==> config.mk <==
export PLATFORM = sky130hd
export DESIGN_NAME = dh_exchange_ctrl
export DESIGN_NICKNAME = d
export VERILOG_FILES = /design/src/rtl/dh_pkg.sv /design/src/rtl/dh_exchange_ctrl_me_handshake.sv /design/src/rtl/dh_exchange_ctrl.sv
export SDC_FILE = /design/constraint.sdc
export NUM_CORES = 1
export LEC_CHECK = 0
export CAP_MARGIN = 20
export CORE_AREA = 2 2 392 394
export CTS_CLUSTER_SIZE = 40
export DETAILED_ROUTE_END_ITERATION = 8
export DIE_AREA = 0 0 394 396
export SYNTH_ARGS = -nofsm -noshare
export SYNTH_HDL_FRONTEND = slang
export SYNTH_HIERARCHICAL = 1
export SYNTH_SLANG_ARGS = --single-unit
export TNS_END_PERCENT = 1
==> constraint.sdc <==
create_clock -name clk -period 3.17 [get_ports clk]
set_input_delay 0.4755 -clock clk [delete_from_list [all_inputs] [get_ports clk]]
set_output_delay 0.4755 -clock clk [all_outputs]
set_load 0.005 [all_outputs]
==> src/rtl/dh_pkg.sv <==
// Shared definitions for the Diffie-Hellman exchange sequencer.
//   state_t     : top-level exchange FSM states
//   hs_stage_t  : which engine handshake step the sequencer is in
//   ERR_*       : err_code values reported to the host
//   DEFAULT_WIDTH : default operand / modulus width
package dh_pkg;

   localparam int DEFAULT_WIDTH = 100;

   typedef enum logic [3:0] {
      S_IDLE,
      S_CHECK,
      S_PUB_START,
      S_PUB_ACK,
      S_PUB_RUN,
      S_WAIT_PEER,
      S_SEC_START,
      S_SEC_ACK,
      S_SEC_RUN,
      S_DONE,
      S_ERR
   } state_t;

   // Both exchange phases drive the engine through the same three steps,
   // so the handshake block only needs to know which step is active.
   typedef enum logic [1:0] {
      HS_IDLE,
      HS_START,
      HS_ACK,
      HS_RUN
   } hs_stage_t;

   localparam logic [1:0] ERR_NONE    = 2'd0;
   localparam logic [1:0] ERR_PRIME   = 2'd1;
   localparam logic [1:0] ERR_PEER    = 2'd2;
   localparam logic [1:0] ERR_TIMEOUT = 2'd3;

endpackage

==> src/rtl/dh_exchange_ctrl_me_handshake.sv <==
// Engine handshake helper shared by the public-key and shared-secret phases.
// The top maps whichever phase is active onto a single stage select, so one
// counter and one edge detector serve both engine runs.
// Ports:
//   clk, rst     : clock, asynchronous active-low reset
//   clear        : drop the counter (exchange aborted)
//   stage        : HS_START / HS_ACK / HS_RUN of the active phase, else HS_IDLE
//   dirty        : engine busy flag
//   start_done   : last cycle of the START_CYCLES-long start pulse
//   ack_seen     : engine raised dirty while waiting for it
//   ack_timeout  : ACK_TIMEOUT cycles passed without dirty
//   dirty_fall   : registered dirty 1->0 while the engine runs
module me_handshake
   import dh_pkg::*;
#(
   parameter int START_CYCLES = 2,
   parameter int ACK_TIMEOUT  = 16
) (
   input  logic      clk,
   input  logic      rst,
   input  logic      clear,
   input  hs_stage_t stage,
   input  logic      dirty,
   output logic      start_done,
   output logic      ack_seen,
   output logic      ack_timeout,
   output logic      dirty_fall
);

   localparam int CNT_MAX = (START_CYCLES > ACK_TIMEOUT) ? START_CYCLES : ACK_TIMEOUT;
   localparam int CW      = $clog2(CNT_MAX + 1);

   logic [CW-1:0] cnt;
   logic          dirty_q;
   logic          counting;

   // NOTE: every output of this block gets a value on every path, so no latch
   // can be inferred; a missing else in always_comb would build one.
   always_comb begin
      counting    = (stage == HS_START) || (stage == HS_ACK);
      start_done  = (stage == HS_START) && (cnt == CW'(START_CYCLES - 1));
      ack_seen    = (stage == HS_ACK) && dirty;
      ack_timeout = (stage == HS_ACK) && !dirty && (cnt == CW'(ACK_TIMEOUT - 1));
      dirty_fall  = (stage == HS_RUN) && dirty_q && !dirty;
   end

   // NOTE: state is updated with non-blocking assignments so every register
   // samples the pre-edge values regardless of statement order.
   always_ff @(posedge clk or negedge rst) begin
      if (!rst) begin
         cnt     <= '0;
         dirty_q <= 1'b0;
      end else begin
         // dirty is tracked in every state so the falling edge is clean on
         // the first RUN cycle.
         dirty_q <= dirty;
         // The counter restarts at 0 on every step change, giving each START
         // and ACK step its own count from 0.
         if (clear || !counting || start_done || ack_seen || ack_timeout)
            cnt <= '0;
         else
            cnt <= cnt + CW'(1);
      end
   end

endmodule

==> src/rtl/dh_exchange_ctrl.sv <==
// Sequencer for one Diffie-Hellman exchange on a shared modular_exp engine.
// Phase 1 computes A = g^a mod p, phase 2 validates the peer key B and
// computes s = B^a mod p. The engine itself lives outside this block.
// Ports:
//   clk, rst                 : clock, asynchronous active-low reset
//   start                    : begin an exchange (honoured in IDLE/DONE/ERR)
//   generator, prime, priv_key : g, p, a, captured on an accepted start
//   peer_pub, peer_valid     : peer key B and its strobe (used in WAIT_PEER)
//   abort                    : synchronous return to IDLE, beats start/peer_valid
//   busy                     : exchange in progress (not IDLE/DONE/ERR)
//   pub_key, pub_valid       : local public key A and its level-valid
//   secret, secret_valid     : shared secret s and its level-valid
//   error, err_code          : failure flag and reason (dh_pkg ERR_*)
//   me_start                 : engine start pulse (engine rst pin)
//   me_base, me_exp, me_prime: registered engine operands
//   me_result, me_dirty      : engine result and busy flag
module dh_exchange_ctrl
   import dh_pkg::*;
#(
   parameter int WIDTH        = DEFAULT_WIDTH,
   parameter int START_CYCLES = 2,
   parameter int ACK_TIMEOUT  = 16
) (
   input  logic             clk,
   input  logic             rst,
   input  logic             start,
   input  logic [WIDTH-1:0] generator,
   input  logic [WIDTH-1:0] prime,
   input  logic [WIDTH-1:0] priv_key,
   input  logic [WIDTH-1:0] peer_pub,
   input  logic             peer_valid,
   input  logic             abort,
   output logic             busy,
   output logic [WIDTH-1:0] pub_key,
   output logic             pub_valid,
   output logic [WIDTH-1:0] secret,
   output logic             secret_valid,
   output logic             error,
   output logic [1:0]       err_code,
   output logic             me_start,
   output logic [WIDTH-1:0] me_base,
   output logic [WIDTH:0]   me_exp,
   output logic [WIDTH-1:0] me_prime,
   input  logic [WIDTH-1:0] me_result,
   input  logic             me_dirty
);

   state_t           state, state_next;
   hs_stage_t        hs_stage;
   logic [WIDTH-1:0] g_q, p_q, a_q;

   logic hs_start_done, hs_ack_seen, hs_timeout, hs_dirty_fall;
   logic load_cfg, load_pub_ops, load_sec_ops;
   logic cap_pub, cap_sec, clr_status, set_err;
   logic [1:0] err_sel;
   logic peer_bad;

   // 0 and 1 are degenerate keys; anything at or above p is not a residue.
   assign peer_bad = (peer_pub <= WIDTH'(1)) || (peer_pub >= p_q);

   assign busy = !(state inside {S_IDLE, S_DONE, S_ERR});

   // Abort kills the start pulse in the same cycle, not one cycle later.
   assign me_start = (hs_stage == HS_START) && !abort;

   always_comb begin
      hs_stage = HS_IDLE;
      unique case (state)
         S_PUB_START, S_SEC_START: hs_stage = HS_START;
         S_PUB_ACK,   S_SEC_ACK:   hs_stage = HS_ACK;
         S_PUB_RUN,   S_SEC_RUN:   hs_stage = HS_RUN;
         default:                  hs_stage = HS_IDLE;
      endcase
   end

   me_handshake #(
      .START_CYCLES (START_CYCLES),
      .ACK_TIMEOUT  (ACK_TIMEOUT)
   ) u_handshake (
      .clk         (clk),
      .rst         (rst),
      .clear       (abort),
      .stage       (hs_stage),
      .dirty       (me_dirty),
      .start_done  (hs_start_done),
      .ack_seen    (hs_ack_seen),
      .ack_timeout (hs_timeout),
      .dirty_fall  (hs_dirty_fall)
   );

   always_ff @(posedge clk or negedge rst) begin
      if (!rst) state <= S_IDLE;
      else      state <= state_next;
   end

   always_comb begin
      state_next   = state;
      load_cfg     = 1'b0;
      load_pub_ops = 1'b0;
      load_sec_ops = 1'b0;
      cap_pub      = 1'b0;
      cap_sec      = 1'b0;
      clr_status   = 1'b0;
      set_err      = 1'b0;
      err_sel      = ERR_NONE;

      if (abort) begin
         state_next = S_IDLE;
         clr_status = 1'b1;
      end else begin
         unique case (state)
            S_IDLE, S_DONE, S_ERR: begin
               if (start) begin
                  load_cfg   = 1'b1;
                  clr_status = 1'b1;
                  state_next = S_CHECK;
               end
            end
            S_CHECK: begin
               if (p_q < WIDTH'(3)) begin
                  set_err    = 1'b1;
                  err_sel    = ERR_PRIME;
                  state_next = S_ERR;
               end else begin
                  load_pub_ops = 1'b1;
                  state_next   = S_PUB_START;
               end
            end
            S_PUB_START: if (hs_start_done) state_next = S_PUB_ACK;
            S_PUB_ACK: begin
               if (hs_ack_seen) begin
                  state_next = S_PUB_RUN;
               end else if (hs_timeout) begin
                  set_err    = 1'b1;
                  err_sel    = ERR_TIMEOUT;
                  state_next = S_ERR;
               end
            end
            S_PUB_RUN: begin
               if (hs_dirty_fall) begin
                  cap_pub    = 1'b1;
                  state_next = S_WAIT_PEER;
               end
            end
            S_WAIT_PEER: begin
               if (peer_valid) begin
                  if (peer_bad) begin
                     set_err    = 1'b1;
                     err_sel    = ERR_PEER;
                     state_next = S_ERR;
                  end else begin
                     load_sec_ops = 1'b1;
                     state_next   = S_SEC_START;
                  end
               end
            end
            S_SEC_START: if (hs_start_done) state_next = S_SEC_ACK;
            S_SEC_ACK: begin
               if (hs_ack_seen) begin
                  state_next = S_SEC_RUN;
               end else if (hs_timeout) begin
                  set_err    = 1'b1;
                  err_sel    = ERR_TIMEOUT;
                  state_next = S_ERR;
               end
            end
            S_SEC_RUN: begin
               if (hs_dirty_fall) begin
                  cap_sec    = 1'b1;
                  state_next = S_DONE;
               end
            end
            default: state_next = S_IDLE;
         endcase
      end
   end

   // NOTE: every register here, operands included, is in the async reset so
   // the block comes up fully defined; there is no array storage to exempt.
   always_ff @(posedge clk or negedge rst) begin
      if (!rst) begin
         g_q          <= '0;
         p_q          <= '0;
         a_q          <= '0;
         me_base      <= '0;
         me_exp       <= '0;
         me_prime     <= '0;
         pub_key      <= '0;
         pub_valid    <= 1'b0;
         secret       <= '0;
         secret_valid <= 1'b0;
         error        <= 1'b0;
         err_code     <= ERR_NONE;
      end else begin
         if (clr_status) begin
            pub_valid    <= 1'b0;
            secret_valid <= 1'b0;
            error        <= 1'b0;
            err_code     <= ERR_NONE;
         end
         if (load_cfg) begin
            g_q <= generator;
            p_q <= prime;
            a_q <= priv_key;
         end
         // Operands are loaded on the edge entering a START state and then
         // left alone, so they are stable for the whole engine run.
         if (load_pub_ops) begin
            me_base  <= g_q;
            me_exp   <= {1'b0, a_q};
            me_prime <= p_q;
         end
         if (load_sec_ops) begin
            me_base  <= peer_pub;
            me_exp   <= {1'b0, a_q};
            me_prime <= p_q;
         end
         if (cap_pub) begin
            pub_key   <= me_result;
            pub_valid <= 1'b1;
         end
         if (cap_sec) begin
            secret       <= me_result;
            secret_valid <= 1'b1;
         end
         if (set_err) begin
            error    <= 1'b1;
            err_code <= err_sel;
         end
      end
   end

endmodule

# == Word-level counts from Yosys, hierarchy flattened ==
# Cells that the tools add are included.
# word_totals
regBits,816
input_bits,506
out_inout_bits,508
word_cells,125
# op_classes
add_sub_neg,1
order_cmp,3
eq_ne,21
n_mux,57
reduce_logical,28
# op_table
op,count
$mux 100,4
$mux 101,2
$ge 100x100->1,1
$le 100x1->1 const B,1
$lt 100x2->1 const B,1
$mux 4,12
$pmux 4 s9,1
$mux 1,27
$eq 4x3->1 const B,4
$mux 2,7
$eq 4x4->1 const B,3
$ne 3x3->1 const B,4
$pmux 2 s3,2
$eq 4x2->1 const B,2
$reduce_bool 2->1,4
$logic_and 1x1->1,7
$logic_or 1x1->1,6
$ne 3x2->1 const B,2
$reduce_and 6->1,1
$reduce_or 2->1,3
$add 5x1->5 const B,1
$eq 5x1->1 const B,1
$eq 5x4->1 const B,1
$mux 5,1
other kinds (8),12

# == Depth between registers and ports, before layout ==
# Gate-level depths: netlist of run 1.
# depth
word_depth,11
depth_mapped,16
mapped_depth_nobuf,14

# == Modules after synthesis ==
# The synthesis of run 1 kept the hierarchy.
# by_module_without_submodules
mod,instances,cells_each,area_per_inst_um2,seq_area_each_um2
dh_exchange_ctrl,1,2440,34580.7,20244.4
me_handshake,1,34,362.8,150.1

# == Least setup slack after synthesis of run 1 ==
# No wires, ideal clock.
# synth_timing
path_type,input to register
from,input port peer_pub[82]
to,register me_exp[0]
setup_ns,0.125
arrival_ns,3.178
required_time_ns,3.045
path_slack_ns,-0.133
path_stages,11
path_buffers,2
cell_sequence,ha_1 -> nand4_1 -> nor4b_2 -> nand4_1 -> or4_1 -> a41o_1 -> and4_4 -> a21oi_4 -> buf_12 -> buf_12 -> mux2_4
# synth_via
elab_chain_cells,7
word_cells_on_any_way,9
cone_classes,2 x order compare; 5 x mux; 2 x reduce/logical
# synth_lines
item,line,source
"start, declared",dh_exchange_ctrl.sv:30,"input logic [WIDTH-1:0] peer_pub,"
$le 100x1->1 or $ge 100x100->1 (tied branches),dh_exchange_ctrl.sv:59,assign peer_bad = (peer_pub <= WIDTH'(1)) || (peer_pub >= p_q);
$logic_or 1x1->1 *,dh_exchange_ctrl.sv:59,
$mux 1 *,dh_exchange_ctrl.sv:147,if (peer_bad) begin
$mux 1 *,dh_exchange_ctrl.sv:146,if (peer_valid) begin
$mux 1 *,dh_exchange_ctrl.sv:111,unique case (state)
$mux 1 *,dh_exchange_ctrl.sv:107,if (abort) begin
$mux 101 or $reduce_bool 2->1 (tied branches),--,
"end signal, assigned",dh_exchange_ctrl.sv:210,"me_exp <= {1'b0, a_q};"
"end signal, assigned",dh_exchange_ctrl.sv:215,"me_exp <= {1'b0, a_q};"
"end, declared",dh_exchange_ctrl.sv:42,"output logic [WIDTH:0] me_exp,"
# Mark *: on every way between the ends. The rest lies on a longest branch, timed or not.
# A chain may end at the register's enable or synchronous reset.

# == Final worst setup path of run 1 ==
# layout_timing
from,register p_q[90]
to,register me_prime[42]
# layout_via
elab_chain_cells,7
word_cells_on_any_way,12
cone_classes,2 x order compare; 8 x mux; 2 x reduce/logical
# layout_lines
item,line,source
"start, declared",dh_exchange_ctrl.sv:50,"logic [WIDTH-1:0] g_q, p_q, a_q;"
"start signal, assigned",dh_exchange_ctrl.sv:203,p_q <= prime;
$ge 100x100->1,dh_exchange_ctrl.sv:59,
$logic_or 1x1->1,dh_exchange_ctrl.sv:59,
$mux 1,dh_exchange_ctrl.sv:147,
$mux 1,dh_exchange_ctrl.sv:146,
$mux 1,dh_exchange_ctrl.sv:111,
$mux 1,dh_exchange_ctrl.sv:107,
$mux 100 or $reduce_bool 2->1 (tied branches),--,
"end signal, assigned",dh_exchange_ctrl.sv:211,me_prime <= p_q;
"end signal, assigned",dh_exchange_ctrl.sv:216,me_prime <= p_q;
"end, declared",dh_exchange_ctrl.sv:43,"output logic [WIDTH-1:0] me_prime,"
# Several ways; a longest one is shown, not always the timed one.

==> flow_metrics.env, run 1 <==
export IMPL_cpMaxStageDelayCell="or4_4"
export IMPL_die_h_um=396
export IMPL_synth_edf_count=0
export IMPL_yosys_area_top_type="dfrtp_1"
export IMPL_path_depth=16
export IMPL_fin_ws_ns=-0.7945
export IMPL_cts_buffer_depth=3
export IMPL_grt_ovfl_total=0
export IMPL_seq_area_frac_synth=0.5836
export IMPL_min_path_type="input port to flip-flop"
export IMPL_track_usage=0.1853
export IMPL_drt_pre_antenna_iters=5
export IMPL_final_layout_size_suffix_gt1_frac=0.3134
export IMPL_die_area_sq_um=156000
export IMPL_seq_area_sq_um=20400
export IMPL_synth_area_per_cell_sq_um=14.12
export IMPL_cts_reportedPaths_clkPinSlew_ns=0.06
export IMPL_hold_depth=3
export IMPL_clock_latency_ns=0.71
export IMPL_hold_viol_final=0
export IMPL_critical_path_class="flip-flop to flip-flop"
export IMPL_period_share=1.251
export IMPL_pwr_density_cell_nw_per_um2=847.1
export IMPL_cts_tree="done"
export IMPL_slew_headroom=0.3852
export IMPL_postSynthCellCount=2474
export IMPL_synth_main_ff_cell="dfrtp_1"
export IMPL_cp_start_kind="flip-flop"
export IMPL_setup_violations=304
export IMPL_cp_buffers_inverters=7
export IMPL_cts_sinks=815
export IMPL_maxCapViolCount=0
export IMPL_crit_chain="inv_2 -> ha_4 -> nand4_1 -> buf_4 -> nor4_4 -> nand4_1 -> buf_6 -> or4_4 -> a41o_4 -> and4_4 -> a21oi_4 -> buf_4 -> buf_12 -> buf_16 -> bufbuf_16 -> mux2_4"
export IMPL_syn_area_sq_um=34940
export IMPL_post_route_min_period_ns=3.964
export IMPL_fill_cells=14805
export IMPL_gp_congestion=0.8705
export IMPL_drtIter0Drc=1393
export IMPL_status="finished with violations"
export IMPL_nNetsFinal=4489
export IMPL_placementRows=143
export IMPL_portBuffers=1012
export IMPL_drt_total_wl_um=147900
export IMPL_place_area_sq_um=50350
export IMPL_worstMarginPinSlew_ns=0.9223
export IMPL_area_growth_pct=56.65
export IMPL_synth_distinct_cells=60
export IMPL_violations="negative setup slack"
export IMPL_arrival_ns=4.53
export IMPL_grt_max_degree=101
export IMPL_async_flop_share=1.000
export IMPL_io_pins=1014
export IMPL_ys_seq_elements=815
export IMPL_final_setup_tns_ns=-200.33
export IMPL_layout_commonest_cell="clkdlybuf4s50_1"
export IMPL_clockRootBuffer="clkbuf_16"
export IMPL_first_global_vias=27640
export IMPL_layout_common_cells="clkdlybuf4s50_1 (1010), dfrtp_1 (813), mux2_2 (402), buf_4 (317), mux2_4 (200)"
export IMPL_multi_input_comb_area_sq_um=13610
export IMPL_crit_family="simple AND/OR/NAND/NOR gates"
export IMPL_grt_pass1_wl_um=208000
export IMPL_crit_required_ns=3.74
export IMPL_synthTopCellsByArea="dfrtp_1 (58%), mux2_2 (13%), mux2_4 (8.6%)"
export IMPL_detail_route_wl_per_cell_um=24.68
export IMPL_max_stage_delay_ns=0.57
export IMPL_ant_nets=0
export IMPL_synth_nets=3086
export IMPL_fmax_mhz=252.2
export IMPL_stdcell_area_sq_um=54740
export IMPL_finClkSkew_ns=0.03985
export IMPL_die_width_um=394
export IMPL_critPathCaptureType="flip-flop"
export IMPL_crit_fanout=5
export IMPL_synth_top_area_frac=0.5836
export IMPL_worst_r2r_path_depth=16
export IMPL_cts_max_level=3
export IMPL_vias_per_cell=4.361
export IMPL_timing_hold_ws_ns=0.3211
export IMPL_drc=0
export IMPL_yosys_warnings=6
export IMPL_vias=26138
export IMPL_ir_drop_mv=0.5119
export IMPL_numCtsBuffers=95
export IMPL_core_area_sq_um=151500
export IMPL_dp_hpwl_um=117000
export IMPL_slew_viol_final=0
export IMPL_rsz0062_at_grt="true"
export IMPL_p_leak_nw=24.72
export IMPL_antenna_found_initial=35
export IMPL_start_util=0.2306
-- synthesized netlist by cell type (2+ instances only) --
library cell,n
a211oi_1,2
nand2_1,143
and3_1,2
a21oi_1,52
a22oi_1,2
nand2b_1,8
ha_1,106
a221oi_1,5
nor2_1,20
clkbuf_1,81
inv_1,109
and4_1,3
nor3b_1,2
o21a_1,2
dfrtp_1,815
buf_12,22
a31oi_1,3
xor2_1,3
mux2_4,200
a21o_1,3
o221ai_1,2
nand4_1,29
o21ai_0,119
buf_4,2
nor4_1,51
mux2_2,402
nor2b_1,5
or4_1,3
nand3_1,13
buf_6,10
a221o_1,101
a41o_1,2
and2_1,102
buf_2,9
a31o_2,2
buf_1,4
a2111oi_0,2
nor3_1,11
-- worst paths after layout --
kind	startpoint	to	slack (ns)
min reg2reg	pub_valid$_DFFE_PN0P_	pub_valid$_DFFE_PN0P_	0.48
max in group asynchronous	rst	me_prime[19]$_DFFE_PN0P_	1.73
min	prime[21]	p_q[21]$_DFFE_PN0P_	0.32
min in group asynchronous	rst	secret[6]$_DFFE_PN0P_	0.40
max	p_q[90]$_DFFE_PN0P_	me_prime[42]$_DFFE_PN0P_	-0.79
max reg2reg	p_q[90]$_DFFE_PN0P_	me_prime[42]$_DFFE_PN0P_	-0.79
-- worst reg2reg max path, delay by kind of cell, from the launching register on --
family                   cells  cell delay [ns]
AO/OA/AOI/OAI                2             0.43
adder cells (fa/ha/maj)      1             0.26
buffers and inverters        7             1.06
flip-flops                   1             0.38
multiplexers                 1             0.30
AND/OR/NAND/NOR              5             1.40
-- registers in the layout, indices dropped and copies added, names as in the netlist, 5 cells and up --
| signal | flops |
|---|---|
| a_q | 100 |
| g_q | 100 |
| me_base | 100 |
| me_exp | 100 |
| me_prime | 100 |
| p_q | 100 |
| pub_key | 100 |
| secret | 100 |
| u_handshake/cnt | 5 |
-- layout make-up --
| cell class | count | share of cell area |
|---|---|---|
| flip-flops and latches | 815 | 0.3726 |
| well taps | 2030 | 0.04640 |
| clock buffers | 127 | 0.04837 |
| multi-input cells | 1422 | 0.2486 |
| clock inverters | 43 | 0.009989 |
| repair buffers | 1434 | 0.2659 |
| inverters | 109 | 0.007475 |
| diodes | 13 | 0.0005943 |
-- per-stage QoR --
| step | setup WS, ns | power (W) | std cells | utilization |
|---|---|---|---|---|
| 3_5_place_dp | -1.925 | 0.03448 | 5765 | 0.3322 |
| 3_3_place_gp | -2.306 | 0.03414 | 5763 | 0.3320 |
| 6_report | -0.7945 | 0.04637 | 5993 | 0.3612 |
| 5_1_grt | -0.9310 | 0.04898 | 5990 | 0.3611 |
| 2_1_floorplan | -0.02995 | 0.02437 | 2474 | - |
| 4_1_cts | -0.7371 | 0.04679 | 5969 | 0.3592 |
-- power breakdown --
part,switching [W],internal [W]
sequential,0.00249,0.0143
clock,0.00472,0.00656
combinational,0.00711,0.0111
-- per-layer routing --
layer / vias up / track usage / routed length, um
met3: 226 / 0.04829 / 8966
met5: - / 0 / 120
met4: 20 / 0.05795 / 4548
met2: 865 / 0.3022 / 70210
met1: 13298 / 0.2394 / 64040
li1: 11729 / - / -
-- timing repair --
action,CTS,global route
hold buffers,1,0
endpoints found under the hold margin,40,0
gates resized for setup,72,32
setup buffers,20,11
endpoints found under the setup margin,306,306
pin swaps,9,15
cloned,14,0
-- kinds of logic after synthesis --
kind of cell	after synthesis	synth area share
flip-flops	815	0.5836
multiplexers	602	0.2155
AND/OR/NAND/NOR	402	0.06155
AO/OA/AOI/OAI	307	0.06187
buffers and inverters	237	0.03838
adder cells (fa/ha/maj)	106	0.03795
XOR/XNOR	4	0.001003
other	1	0.0001073
Note: power is estimated with default switching activity, not from simulation.
==> inputs of run 2 (changes only) <==
--- a/config.mk
+++ b/config.mk
@@ -5,6 +5,7 @@
 export SDC_FILE = /design/constraint.sdc
 export NUM_CORES = 1
 export LEC_CHECK = 0
+export ABC_AREA = 1
 export CAP_MARGIN = 20
 export CORE_AREA = 2 2 392 394
 export CTS_CLUSTER_SIZE = 40
@@ -12,6 +13,5 @@
 export DIE_AREA = 0 0 394 396
 export SYNTH_ARGS = -nofsm -noshare
 export SYNTH_HDL_FRONTEND = slang
-export SYNTH_HIERARCHICAL = 1
 export SYNTH_SLANG_ARGS = --single-unit
 export TNS_END_PERCENT = 1
==> run 2 against run 1 <==
The flow now finishes without violations. Final cell count is 23% higher. Critical endpoint is now me_prime[4]$_DFFE_PN0P_. Count of clock-buffer cells in the layout is 10 higher. Synthesized area up 5.9%.
==> flow_metrics.env, run 2 <==
export IMPL_grt_ovfl_total=0
export IMPL_fmax_mhz=336.7
export IMPL_start_util=0.2442
export IMPL_async_flop_share=1.000
export IMPL_swShare=0.3410
export IMPL_cts_reportedPaths_clkPinSlew_ns=0.06
export IMPL_pwr_density_cell_nw_per_um2=793.7
export IMPL_die_width_um=394
export IMPL_crit_required_ns=3.72
export IMPL_dp_cells=7191
export IMPL_final_layout_size_suffix_gt1_frac=0.1245
export IMPL_area_growth_pct=46.93
export IMPL_internal_power_w=0.02844
export IMPL_grt_max_degree=110
export IMPL_p_leak_nw=26.57
export IMPL_reg2reg_to="me_prime[4]$_DFFE_PN0P_"
export IMPL_finClkSkew_ns=0.04545
export IMPL_drt_pre_antenna_iters=5
export IMPL_min_path_type="input port to asynchronous set/reset pin"
export IMPL_drtIter0Drc=2378
export IMPL_placementRows=143
export IMPL_yosysMostFrequentCell="nand2_1"
export IMPL_r2r_start="p_q[67]$_DFFE_PN0P_"
export IMPL_final_cells=7386
export IMPL_numCtsBuffers=96
export IMPL_slew_headroom=0.4959
export IMPL_rsz0062_at_grt="true"
export IMPL_pwr_share_seq=0.387
export IMPL_drt_total_wl_um=159000
export IMPL_nNetsFinal=5874
export IMPL_layout_commonest_cell="nand2_1"
export IMPL_arrival_ns=3.52
export IMPL_drc=0
export IMPL_gp_congestion=0.9161
export IMPL_period_share=0.9369
export IMPL_die_area_sq_um=156000
export IMPL_syn_area_sq_um=37010
export IMPL_critical_path_class="flip-flop to flip-flop"
export IMPL_cts_tree="done"
export IMPL_maxCapViolCount=0
export IMPL_synth_area_per_cell_sq_um=8.978
export IMPL_final_util=0.3588
export IMPL_clock_latency_ns=0.71
export IMPL_r2r_setup_slack_ns=0.20
export IMPL_synth_main_ff_cell="dfrtp_1"
export IMPL_postSynthCellCount=4122
export IMPL_setup_violations=0
export IMPL_timing_hold_ws_ns=0.3558
export IMPL_place_area_sq_um=51030
export IMPL_antenna_found_initial=50
export IMPL_worst_r2r_path_depth=17
export IMPL_detail_route_wl_per_cell_um=21.53
export IMPL_post_route_min_period_ns=2.970
export IMPL_vias=32602
export IMPL_power_frac_clock=0.261
export IMPL_combPwrFrac=0.352
export IMPL_dp_hpwl_um=122800
export IMPL_seq_area_frac_synth=0.5511
export IMPL_synth_edf_count=0
export IMPL_layout_common_cells="nand2_1 (1172), clkdlybuf4s50_1 (1010), dfrtp_1 (813), inv_1 (492), nand3_1 (387)"
export IMPL_synth_distinct_cells=35
export IMPL_cts_sinks=815
export IMPL_track_usage=0.1976
export IMPL_synth_nets=4734
export IMPL_ys_seq_elements=815
export IMPL_hold_viol_final=0
export IMPL_io_pins=1014
export IMPL_clockRootBuffer="clkbuf_16"
export IMPL_stdcell_area_sq_um=54370
export IMPL_core_area_sq_um=151500
export IMPL_cp_start_kind="flip-flop"
export IMPL_ant_nets=0
export IMPL_cts_buffer_depth=3
export IMPL_synthTopCellsByArea="dfrtp_1 (55%), nand2_1 (12%), mux2_2 (6.1%)"
export IMPL_first_global_vias=32656
export IMPL_p_sw_w=0.01472
export IMPL_yosys_area_top_type="dfrtp_1"
export IMPL_slew_viol_final=0
export IMPL_die_h_um=396
export IMPL_synth_top_area_frac=0.5511
export IMPL_vias_per_cell=4.414
export IMPL_grt_pass1_wl_um=226700
export IMPL_crit_fanout=53
export IMPL_status="finished, final reports clean"
export IMPL_portBuffers=1012
export IMPL_worstMarginPinSlew_ns=0.7562
export IMPL_yosys_warnings=0
export IMPL_cts_max_level=3
export IMPL_ys_top_cells_by_count="nand2_1 (1173), dfrtp_1 (815), inv_1 (492), nand3_1 (391), nor2_1 (231)"
export IMPL_critPathCaptureType="flip-flop"
export IMPL_ir_drop_mv=0.4623
==> run 2: cell types whose count changed after synthesis, sizes merged, moves of 8 or more <==
cell	delta
inv	+409
nand2b	-8
nand3	+379
o21ai	+95
and2	-103
nor2	+213
nor4	-52
a221o	-101
clkbuf	-21
nand2	+1033
nand3b	+36
a21oi	+89
buf	+116
mux2	-401
==> run 2: worst max path at each step <==
stage,startpoint,to,slack [ns],depth (start not counted)
after floorplan,state[3]$_DFFE_PN0P_,pub_key[99]$_DFFE_PN0P_,0.91,16
after global placement,peer_pub[1],me_base[5]$_DFFE_PN0P_,-0.79,16
after detailed placement,peer_pub[1],me_base[5]$_DFFE_PN0P_,-0.71,16
after CTS,p_q[1]$_DFFE_PN0P_,me_base[5]$_DFFE_PN0P_,-0.11,16
after global routing,p_q[1]$_DFFE_PN0P_,me_base[74]$_DFFE_PN0P_,-0.02,17
final,p_q[67]$_DFFE_PN0P_,me_prime[4]$_DFFE_PN0P_,0.20,17
==> run 2: cells by family after synthesis <==
family | Yosys count | synth area share
and+or+nand+nor | 1881 | 0.2117
DFF | 815 | 0.5511
buffers and inverters | 741 | 0.08777
AOI/OAI and AO/OA | 376 | 0.05207
muxes | 201 | 0.06116
adders and majority gates | 106 | 0.03584
other | 1 | 0.0001013
xor gates and xnor gates | 1 | 0.0002367
==> run 2: metrics by stage <==
step / TNS (ns) / worst slack [ns] / power (W)
6_report: 0 / 0.2001 / 0.04316
5_1_grt: -0.07617 / -0.01502 / 0.04592
4_1_cts: -1.663 / -0.1147 / 0.04361
3_5_place_dp: -192.02 / -0.7095 / 0.03208
3_3_place_gp: -185.84 / -0.7899 / 0.03171
2_1_floorplan: 0 / 0.9085 / 0.02349
==> run 2: layout make-up <==
cell class / instances / area, sq um
sequential: 815 / 20400
inverter: 518 / 1947
antenna: 21 / 52.55
multi-input combinational: 2566 / 13500
timing repair buffer: 1265 / 12740
tap: 2030 / 2540
fill: 15461 / 97170
clock buffer: 137 / 2788
clock inverter: 34 / 404.1
==> run 2: metal layers <==
metal	track usage	part of all wire	vias up
li1	-	-	15338
met1	0.2449	0.41	15907
met2	0.3286	0.48	1047
met3	0.04796	0.066	280
met4	0.08149	0.041	30
met5	0	0.0012	-
==> run 2: power by group through the flow <==
stage,sequential [W],clock [W],combinational [W]
global placement,0.0167,0,0.0150
global route,0.0171,0.0120,0.0169
CTS,0.0167,0.0116,0.0154
detailed placement,0.0168,0,0.0153
floorplan,0.0161,0,0.00739
finish,0.0167,0.0113,0.0152
==> run 2: worst max-delay path: stages, from the launching register on <==
cell     delay [ns]
dfrtp_1        0.41
inv_2          0.07
ha_1           0.29
nand2_1        0.08
nor2_2         0.18
nand2_2        0.12
nor2_2         0.27
nand2_1        0.10
nor2_1         0.11
buf_4          0.14
nand2_1        0.09
nand4_1        0.13
nor2_2         0.06
nand4_4        0.16
nand2_8        0.12
buf_12         0.20
nand2_1        0.14
nand2_1        0.06
==> run 2: repair_timing <==
action | in CTS | in global routing
endpoints found under the setup margin | 43 | 298
pin swaps | 0 | 2
hold buffers | 1 | 0
buffers inserted | 0 | 2
endpoints found under the hold margin | 30 | 0
resized for setup | 6 | 19
==> inputs of run 3 (changes only) <==
--- a/config.mk
+++ b/config.mk
@@ -6,6 +6,7 @@
 export NUM_CORES = 1
 export LEC_CHECK = 0
 export ABC_AREA = 1
+export ABC_CLOCK_PERIOD_IN_PS = 3170
 export CAP_MARGIN = 20
 export CORE_AREA = 2 2 392 394
 export CTS_CLUSTER_SIZE = 40
==> results of run 3 <==
No change in the layout: final DEF, timing and power equal those of run 2.
